[src/rtl/cpu_pkg.sv]
// Shared CPU definitions: datapath widths, the default fetch address and the
// basic PC / instruction types used by the fetch stage and memory wrappers.
package cpu_pkg;

  localparam int PC_W   = 8;   // word address width (256-word instruction memory)
  localparam int INST_W = 32;  // instruction width

  typedef logic [PC_W-1:0]   pc_t;
  typedef logic [INST_W-1:0] inst_t;

  localparam pc_t DEFAULT_RESET_PC = '0;

endpackage : cpu_pkg

[src/rtl/pc_next.sv]
// Combinational next-PC logic: selects the instruction-memory address for
// this cycle and the value the PC register takes at the next edge.
// Priority is redirect > stall > sequential. Arithmetic wraps modulo 2^PC_W.
module pc_next
  import cpu_pkg::*;
(
  input  logic stall,
  input  logic redirect,
  input  pc_t  pc,           // next sequential address to fetch
  input  pc_t  req_pc,       // address whose word is currently on the memory output
  input  pc_t  redirect_pc,  // branch/jump target
  output pc_t  fetch_addr,   // address presented to inst_mem this cycle
  output pc_t  pc_d,         // PC value after the coming edge
  output logic advance       // the IF/ID register loads fetch_addr at the coming edge
);

  // Address select and increment; a stall re-reads req_pc so memory recaptures the same word.
  always_comb begin
    fetch_addr = pc;
    pc_d       = pc;
    advance    = 1'b0;
    if (redirect) begin
      fetch_addr = redirect_pc;
      pc_d       = redirect_pc + pc_t'(1);
      advance    = 1'b1;
    end else if (stall) begin
      fetch_addr = req_pc;
      pc_d       = pc;
      advance    = 1'b0;
    end else begin
      fetch_addr = pc;
      pc_d       = pc + pc_t'(1);
      advance    = 1'b1;
    end
  end

endmodule : pc_next

[src/rtl/fetch_stage.sv]
// Instruction-fetch stage: owns the PC, drives the inst_mem address and
// presents the registered instruction to decode across the IF/ID boundary.
// A redirect fetches its target in the same cycle, so no bubble follows a squash.
module fetch_stage
  import cpu_pkg::*;
#(
  parameter pc_t RESET_PC = DEFAULT_RESET_PC
) (
  input  logic              clk,
  input  logic              rst_n,
  input  logic              stall,
  input  logic              redirect,
  input  logic [PC_W-1:0]   redirect_pc,
  output logic [PC_W-1:0]   imem_addr,
  input  logic [INST_W-1:0] imem_inst,
  output logic [INST_W-1:0] id_inst,
  output logic [PC_W-1:0]   id_pc,
  output logic              id_valid,
  output logic [31:0]       fetch_count
);

  pc_t         pc_q, pc_d;
  pc_t         req_pc_q, req_pc_d;
  logic        req_valid_q, req_valid_d;
  logic [31:0] fetch_count_q, fetch_count_d;
  logic        advance;

  pc_next u_pc_next (
    .stall       (stall),
    .redirect    (redirect),
    .pc          (pc_q),
    .req_pc      (req_pc_q),
    .redirect_pc (redirect_pc),
    .fetch_addr  (imem_addr),
    .pc_d        (pc_d),
    .advance     (advance)
  );

  // Next-state for the IF/ID tag and the delivered-instruction counter.
  always_comb begin
    req_pc_d      = req_pc_q;
    req_valid_d   = req_valid_q;
    fetch_count_d = fetch_count_q;
    if (advance) begin
      req_pc_d    = imem_addr;
      req_valid_d = 1'b1;
    end
    // An instruction counts as handed over only when decode takes it and it is not squashed.
    if (req_valid_q && !stall && !redirect) begin
      fetch_count_d = fetch_count_q + 32'd1;
    end
  end

  // State registers; reset drops any in-flight fetch immediately.
  // NOTE: sequential state uses non-blocking assignments so every register samples pre-edge values.
  always_ff @(posedge clk or negedge rst_n) begin
    if (!rst_n) begin
      pc_q          <= RESET_PC;
      req_pc_q      <= RESET_PC;
      req_valid_q   <= 1'b0;
      fetch_count_q <= '0;
    end else begin
      pc_q          <= pc_d;
      req_pc_q      <= req_pc_d;
      req_valid_q   <= req_valid_d;
      fetch_count_q <= fetch_count_d;
    end
  end

  assign id_inst     = imem_inst;
  assign id_pc       = req_pc_q;
  assign id_valid    = req_valid_q;
  assign fetch_count = fetch_count_q;

endmodule : fetch_stage

[config.mk]
export PLATFORM = sky130hd
export DESIGN_NAME = fetch_stage
export DESIGN_NICKNAME = d
export VERILOG_FILES = /design/src/rtl/cpu_pkg.sv /design/src/rtl/pc_next.sv /design/src/rtl/fetch_stage.sv
export SDC_FILE = /design/constraint.sdc
export NUM_CORES = 1
export LEC_CHECK = 0
export ABC_AREA = 1
export CELL_PAD_IN_SITES_DETAIL_PLACEMENT = 1
export CELL_PAD_IN_SITES_GLOBAL_PLACEMENT = 1
export CORE_ASPECT_RATIO = 0.9
export CORE_MARGIN = 2
export CORE_UTILIZATION = 31
export DETAILED_ROUTE_END_ITERATION = 10
export PLACE_DENSITY = 0.87
export SETUP_SLACK_MARGIN = 0.02
export SYNTH_ARGS = -nofsm -noshare
export SYNTH_HDL_FRONTEND = slang
export SYNTH_HIERARCHICAL = 1
export SYNTH_SLANG_ARGS = --single-unit
[constraint.sdc]
create_clock -name clk -period 1.6 [get_ports clk]
set_clock_uncertainty 0.15 [all_clocks]
set_input_delay 0.32 -clock clk [delete_from_list [all_inputs] [get_ports clk]]
set_output_delay 0.32 -clock clk [all_outputs]
set_load 0.02 [all_outputs]
## After elaboration in Yosys (flattened, before gate mapping)

Index checks and enable logic that the tools add are counted.
W data, S select, Z words.

- Memories: 0
- Latch bits: 0
- Memory bits (writable): 0
- ROM bits: 0
- Bits in registers: 49
- Logic and storage cells: 18

- Div/mod/pow operators: 0
- Add/sub/neg operators: 3
- Bitwise gates (word level): 0
- Eq/ne operators: 1
- Shifts and indexed selects: 0
- Muxes and demuxes: 6
- $lt $le $gt $ge: 0
- $mul: 0
- Reductions and logical operators: 4

Operators with widths:

| cell | count |
|---|---|
| $add A32 B1 Y32 const B | 1 |
| $mux W8 | 4 |
| $add A8 B1 Y8 const B | 2 |
| $logic_and A1 B1 Y1 | 2 |
| $logic_not A1 Y1 | 2 |
| $mux W1 | 2 |
| $ne A2 B1 Y1 const B | 1 |

## Depth between registers and ports, before layout

Gate-level depths: netlist of the first run.

- Depth after elaboration: 3
- Depth in mapped cells: 10
- Mapped depth without buffers: 9

## By module

Netlist of the first run, hierarchy kept.

Modules (own cells, without submodules):

| module | cells each | area an instance (um2) | instances |
|---|---|---|---|
| fetch_stage | 323 | 2680.1 | 1 |
| pc_next | 114 | 569.3 | 1 |

## Least setup slack after synthesis of the first run

OpenSTA, ideal clock, no wires.

- Path type: register to register
- From: register fetch_count_q[0] (netlist: fetch_count[0])
- To: register fetch_count_q[26] (netlist: fetch_count[26])
- Clock period less this slack: 1.644 ns
- Data required time: 1.332 ns
- Data arrival time: 1.377 ns
- Stages on the path, launching flop included: 9
- Slack: -0.044 ns
- Library setup time: 0.118 ns
- Cell sequence: dfrtp_1 ha_1 inv_1 nor2_4 nand3_2 nor2_2 nand3_1 nand2_1 nand2_1

- Cells in the longest elaborated chain, start to end: 1

Ends and longest elaborated chain:

| what | line | RTL |
|---|---|---|
| start, declared | fetch_stage.sv:25 | `logic [31:0] fetch_count_q, fetch_count_d;` |
| start signal, assigned | fetch_stage.sv:66 | `fetch_count_q <= fetch_count_d;` |
| $add A32 B1 Y32 | fetch_stage.sv:50 | `fetch_count_d = fetch_count_q + 32'd1;` |

No other way between the ends.
A chain may end at the register's enable or synchronous reset.

## Worst setup path in the final report of the first run

- From: input stall
- To: output imem_addr[4]

- Cells in the longest elaborated chain, start to end: 2

Ends and longest elaborated chain:

| what | line | RTL |
|---|---|---|
| start, declared | fetch_stage.sv:11 | `input logic stall,` |
| $mux W8 | pc_next.sv:26 | `end else if (stall) begin` |
| $mux W8 | pc_next.sv:22 | `if (redirect) begin` |
| end, declared | fetch_stage.sv:14 | `output logic [PC_W-1:0] imem_addr,` |

No other way between the ends.

==> results.txt, run 1 <==
----------------------------------------------------
[Outcome]
  Outcome ... finished, final reports clean

[Route]
  Routed via count divided by cell count ... a little under 5
  Total iterations of the first detailed-routing run ... 4
  Routed length per placed instance ... 16.3 um
  Post-detailed-route count of antenna-violating nets ... 0
  DRT iter0 DRCs ... 116
  Drt total wl ... 10.8 mm
  Total number of vias ... 3,263
  Number of design rule violations left after detail routing ... 0

[Layout]
  Share of final-layout standard cells stronger than drive strength 1 ... 35.4%
  Fillers ... 1,247
  Final Util ... 46.0%
  Most common cell after layout, fill and taps aside ... nand2_1
  Leading cell types in the layout, fill and taps excluded ... 128 x nand2_1, 62 x buf_4, 37 x dfrtp_1
  Final Net Count ... 583
  Antenna Diode Count ... 0
  Area growth, synth to finish ... 44.6%

[Floorplan]
  Starting density of the core ... 31.8%
  Boundary Pins ... 125
  Row Count ... 35
  Die height ... 101 um
  Core ar. ... between 10,000 and 15,000 um^2
  Die area ... 11,300 um^2
  Die span in x ... 112 um

[Timing]
  Max-slew violation count ... 0
  Number of endpoints with negative hold slack in the final report ... 0
  Unrepaired setup endpoints after global routing ... true
  Achievable Freq ... 0.631 GHz
  Number of failing setup endpoints in the final timing report ... 0
  Part of the cycle the worst path needs ... 99.1%
  Final Hold Slack ... 0.318 ns
  Worst-case headroom to the max-slew limit ... 68.0%
  Final period demand of the worst path ... 1.59 ns
  Actual transition at the worst max-transition pin ... 0.479 ns
  Total Negative Setup Slacks ... 0 ns

[Worst setup path]
  Worst path required time ... 1.13 ns
  Critical Path Start Type ... input port
  Highest fanout seen on the critical path ... 8
  Worst reg-to-reg setup slack ... 0.02 ns
  Crit Path Class ... in -> out
  Data arrival, critical path ... 1.12 ns
  Capturing element type of the critical path ... output pin

[Synth]
  Synth area leader ... dfrtp_1
  Register bit total from synthesis ... between 40 and 50
  Number of flops mapped to enable cells by yosys ... 0
  Total standard cell area after synthesis ... between 3000 and 4000 um^2
  Synth Net Count ... between 400 and 500
  Syn avg cell area ... 7.44 um^2
  Synth area leaders ... dfrtp_1 38%, nand2_1 16%, buf_4 8.1%
  Fraction of synthesized cell area taken by the top area cell type ... 37.7%
  Sequential-to-total area share from yosys stat ... roughly 38%
  Fraction of registers with async set/reset ... 100%
  Yosys synthesis warning count ... 6
  Post-synthesis instance total ... 437
  Leading register cell type out of synthesis ... dfrtp_1
  Number of distinct standard cells referenced by the synthesized netlist ... 30

[Clocking]
  Clock Sink Count ... 49
  CTS clock-pin slew for the worst setup and hold paths ... 0.07 ns
  Root Buffer Master ... clkbuf_16
  Clock latency of the later-clocked register in the worst-skew pair ... 0.28 ns
  Num CTS Buffers ... 5
  Number of levels the H-tree was split into ... 2
  Maximum number of buffers from clock root to sink ... 2
  Clock tree from TritonCTS ... built

[Run]
  Maximum Capacitance Violations ... 0

[Global routing]
  Number of antenna violations at the first check in global routing ... 0
  Maximum number of pins on one net before global-route repair ... 20
  Total global routing overflow ... 0
  Wire length of the first global-routing pass ... approximately 17 mm
  All-Layer GR Usage ... 18.4%
  Vias in the first global route ... around 3,500

[Place]
  Placed wire-length estimate after detailed placement ... 7.93 mm
  Final RePlAce weighted congestion ... 0.862
  # port buffers ... 60

[Worst hold path]
  Class of the tightest hold or removal check ... in -> reg

[Power]
  Power density of the placed cells ... between 800 and 900 nW/um^2
  Worst VDD drop ... 0.837 mV
  Leak Pwr ... 2.26 nW

----------------------------------------------------
[sequential cells by signal, indices dropped and copies added, names as in the netlist]
| signal | cells |
|---|---|
| fetch_count | 32 |
| id_pc | 8 |
| id_valid | 1 |
| pc_q | 8 |
[final cells by class]
cell class	count	area [um^2]	share of cell area, %
multi-input cells	302	1790	38.2
flip-flops and latches	49	1240	26.4
repair buffers	128	1130	24.0
inverters	49	204	4.34
well taps	129	161	3.44
clock buffers	5	125	2.66
clock inverters	2	35.0	0.746
repair inverters	1	8.76	0.186
[critical path, cell delays in order]
cell	delay, ns
buf_4	0.15
buf_12	0.16
inv_12	0.06
nand2_2	0.06
nand2_2	0.08
nand2_2	0.06
o21ai_4	0.07
buf_6	0.14
[logic make-up after synthesis]
group | count (synthesis) | synth area share [%]
compound gates | 26 | 4.58
fa+ha+maj | 3 | 1.16
buf+inv | 87 | 14.7
simple gates | 254 | 37.0
flops | 49 | 37.7
xor+xnor | 18 | 4.85
[routing by layer]
metal  vias to the layer above  wire [um]  global-route usage (%)
met3                        12        355                    2.77
met2                        69       5780                    34.7
met4                         0         85                    4.18
met1                      1635       4590                    22.3
met5                         -          0                       0
li1                       1547          -                       -
[report_power, final]
part / switching (mW) / internal (mW) / total, mW
registers: 0.150 / 1.37 / 1.52
logic: 0.623 / 0.545 / 1.17
clock network: 0.471 / 0.727 / 1.20
[metrics by stage]
step	cells	setup slack [ns]	area, um^2	total power, mW
after floorplan	437	0.0395	3250	2.09
final	665	0.0144	4700	3.88
after CTS	660	-0.0647	4500	3.78
after global placement	647	-0.886	4210	2.52
after detailed placement	647	-0.891	4210	2.58
after global routing	665	-0.0529	4700	4.08
[Yosys cell counts, types with 2 or more instances]
cell type and instances:
nor2_4 8, o21ai_1 4, nor2_1 35, xor2_1 11
nand3b_1 4, a22oi_1 4, o21ai_0 4, nand2_2 5
buf_4 35, inv_1 43, nand3_1 35, inv_2 3
nand3_2 5, xnor2_1 7, clkinv_1 2, nor2_2 8
dfrtp_1 49, a21oi_1 10, nand4_1 11, nand2_1 138
o21bai_1 3, ha_1 3, nand3_4 2, nor3_1 2
[worst paths after layout]
kind	endpoint	depth (start not counted)	from
setup / recovery	imem_addr[4]	8	stall
hold / removal	pc_q[2]$_DFF_PN0_	3	redirect
setup reg to reg	fetch_count[26]$_DFFE_PN0P_	8	fetch_count[0]$_DFFE_PN0P_
hold reg to reg	fetch_count[31]$_DFFE_PN0P_	2	fetch_count[31]$_DFFE_PN0P_
max in group asynchronous	fetch_count[20]$_DFFE_PN0P_	3	rst_n
min in group asynchronous	fetch_count[12]$_DFFE_PN0P_	2	rst_n
[timing repair]
| item | in CTS | in global routing |
|---|---|---|
| cloned | 2 | 1 |
| pin swaps | 13 | 29 |
| endpoints found under the hold margin | 16 | 0 |
| buffers inserted | 3 | 4 |
| resized for setup | 150 | 64 |
| setup endpoints to repair | 90 | 41 |
| hold buffers | 1 | 0 |
Note: power is estimated with default switching activity, not from simulation.
==> run 2, diff against run 1 <==
--- a/config.mk
+++ b/config.mk
@@ -12,6 +12,7 @@
 export CORE_MARGIN = 2
 export CORE_UTILIZATION = 31
 export DETAILED_ROUTE_END_ITERATION = 10
+export MAX_ROUTING_LAYER = met4
 export PLACE_DENSITY = 0.87
 export SETUP_SLACK_MARGIN = 0.02
 export SYNTH_ARGS = -nofsm -noshare
==> run 2 against run 1 <==
Against the previous run:
- total power about the same
- die area unchanged
- design area unchanged
- clock power about the same
- worst setup slack about the same
- routed wire length about the same
- register-to-register slack about the same
- critical path depth unchanged
- worst hold slack worse by 0.0015 ns
- critical endpoint unchanged
==> results.txt, run 2 (same netlist as run 1, synthesis figures left out) <==
----------------------------------------------------
[Place]
  Total instance count after detailed placement ... 647 (unchanged)
  Placement Cell Area ... 4210 um^2 (unchanged)
  Final RePlAce weighted congestion ... 0.876 (+1.6%)
  # port buffers ... 60 (unchanged)
  Post-Place Setup Slack ... -0.891 ns (unchanged)
  Placed wire-length estimate after detailed placement ... 7.93 mm (unchanged)

[Global routing]
  Vias in the first global route ... 3,521 (-0.057%)
  Total global routing overflow ... 0 (unchanged)
  Wire length of the first global-routing pass ... 16.9 mm (+0.12%)
  Number of antenna violations at the first check in global routing ... 0 (unchanged)
  Maximum number of pins on one net before global-route repair ... 20 (unchanged)
  All-Layer GR Usage ... 19.0% (+0.60 points)

[Power]
  Worst VDD drop ... 0.838 mV (about the same)
  Power density of the placed cells ... 827 nW/um^2 (about the same)
  Overall power consumption ... 3.88 mW (about the same)
  Leak Pwr ... 2.26 nW (unchanged)

[Worst setup path]
  CP max-delay cell ... buf_12
  Capturing element type of the critical path ... output pin
  Data arrival, critical path ... 1.12 ns (about the same)
  Crit Path Class ... in -> out
  Cell chain of the critical path ... buf_4 > buf_12 > inv_12 > nand2_2 > nand2_2 > nand2_2 > o21ai_4 > buf_6
  Critical Path Start Type ... input port
  Highest fanout seen on the critical path ... 8 (unchanged)
  Worst path required time ... 1.13 ns (about the same)
  Highest cell delay on the worst timing path ... 0.16 ns (about the same)
  Cell family with most CP delay ... buffers and inverters
  WP buf/inv ... 4 (unchanged)
  Cell with the most instances on the worst path ... nand2_2

[Timing]
  Actual transition at the worst max-transition pin ... 0.477 ns (-0.00275 ns)
  Final Hold Slack ... 0.317 ns (-0.00154 ns)
  Unrepaired setup endpoints after global routing ... true
  Worst-case headroom to the max-slew limit ... 68.2% (+0.18 points)
  Number of endpoints with negative hold slack in the final report ... 0 (unchanged)
  Final period demand of the worst path ... 1.59 ns (-0.00000760 ns)
  Part of the cycle the worst path needs ... 99.1% (about the same)
  Number of failing setup endpoints in the final timing report ... 0 (unchanged)
  Max-slew violation count ... 0 (unchanged)
  Total Negative Setup Slacks ... 0 ns (unchanged)
  Achievable Freq ... 0.631 GHz (about the same)
  Final setup slack of the worst path ... 0.0144 ns (+0.00000760 ns)

[Clocking]
  Num CTS Buffers ... 5 (unchanged)
  Clock tree from TritonCTS ... built
  Root Buffer Master ... clkbuf_16
  Clock Sink Count ... 49 (unchanged)
  Number of levels the H-tree was split into ... 2 (unchanged)
  Maximum number of buffers from clock root to sink ... 2 (unchanged)
  CTS clock-pin slew for the worst setup and hold paths ... 0.07 ns (about the same)
  Clock latency of the later-clocked register in the worst-skew pair ... 0.29 ns (about the same)

[Layout]
  Antenna Diode Count ... 0 (unchanged)
  Most common cell after layout, fill and taps aside ... nand2_1
  Final std cell area, no fill ... 4700 um^2 (unchanged)
  Leading cell types in the layout, fill and taps excluded ... 128 x nand2_1, 62 x buf_4, 37 x dfrtp_1
  Flip-flop count of the largest register, all copies and words added ... 32 (unchanged)
  Area growth, synth to finish ... 44.6% (unchanged)
  Final Instance Count excl. Fillers ... 665 (unchanged)
  Share of final-layout standard cells stronger than drive strength 1 ... 35.4% (unchanged)
  Final Util ... 46.0% (unchanged)
  Final Net Count ... 583 (unchanged)

[Outcome]
  Outcome ... finished, final reports clean

[Floorplan]
  Starting density of the core ... 31.8% (unchanged)
  Boundary Pins ... 125 (unchanged)
  Row Count ... 35 (unchanged)
  Core ar. ... 10,200 um^2 (unchanged)
  Die height ... 101 um (unchanged)
  Die area ... 11,300 um^2 (unchanged)
  Die span in x ... 112 um (unchanged)

[Route]
  Routed via count divided by cell count ... 4.92 (+0.25%)
  Routed length per placed instance ... 16.3 um (about the same)
  Total iterations of the first detailed-routing run ... 4 (unchanged)
  Number of design rule violations left after detail routing ... 0 (unchanged)
  DRT iter0 DRCs ... 133 (+15%)
  Total number of vias ... 3,271 (+0.25%)
  Drt total wl ... 10.8 mm (about the same)
  Post-detailed-route count of antenna-violating nets ... 0 (unchanged)

[Worst hold path]
  Class of the tightest hold or removal check ... in -> reg

[Run]
  Maximum Capacitance Violations ... 0 (unchanged)

----------------------------------------------------
run 2: what timing repair did:
| action | 4_1_cts | 5_1_grt |
|---|---|---|
| setup buffers | 3 | 4 |
| setup endpoints to repair | 90 | 41 |
| gates resized for setup | 150 | 64 |
| endpoints found under the hold margin | 16 | 0 |
| pin swaps | 13 | 29 |
| gates cloned | 2 | 1 |
| hold buffers | 1 | 0 |
run 2: power by group:
part	internal [mW]	switching [mW]
combinational	0.544	0.623
sequential	1.37	0.150
clock	0.727	0.471
total	2.64	1.24
run 2: worst min-delay path: stages:
cell	delay, ns
buf_2	0.15
buf_12	0.16
o21ai_1	0.08
run 2: worst paths after layout:
| path | start | end | slack, ns | cells after the start |
|---|---|---|---|---|
| setup / recovery | stall | imem_addr[4] | 0.01 | 8 |
| setup reg to reg | fetch_count[0]$_DFFE_PN0P_ | fetch_count[26]$_DFFE_PN0P_ | 0.02 | 8 |
| min in group asynchronous | rst_n | fetch_count[12]$_DFFE_PN0P_ | 0.37 | 2 |
| hold / removal | redirect | pc_q[2]$_DFF_PN0_ | 0.32 | 3 |
| max in group asynchronous | rst_n | id_pc[7]$_DFFE_PN0P_ | 0.45 | 3 |
| hold reg to reg | fetch_count[31]$_DFFE_PN0P_ | fetch_count[31]$_DFFE_PN0P_ | 0.34 | 2 |
run 2: area by class of cell:
type,count,area [um^2]
timing repair buffer,128,1130
clock buffer,5,125
multi-input combinational,302,1790
clock inverter,2,35.0
sequential,49,1240
fill,1247,5510
timing repair inverter,1,8.76
tap,129,161
inverter,49,204
run 2: metal layers:
metal / part of all wire, % / track usage [%] / vias to the layer above
li1: - / - / 1547
met1: 43 / 22.5 / 1639
met2: 53 / 34.7 / 71
met3: 3.1 / 2.53 / 14
met4: 0.96 / 4.18 / 0
met5: 0 / - / -
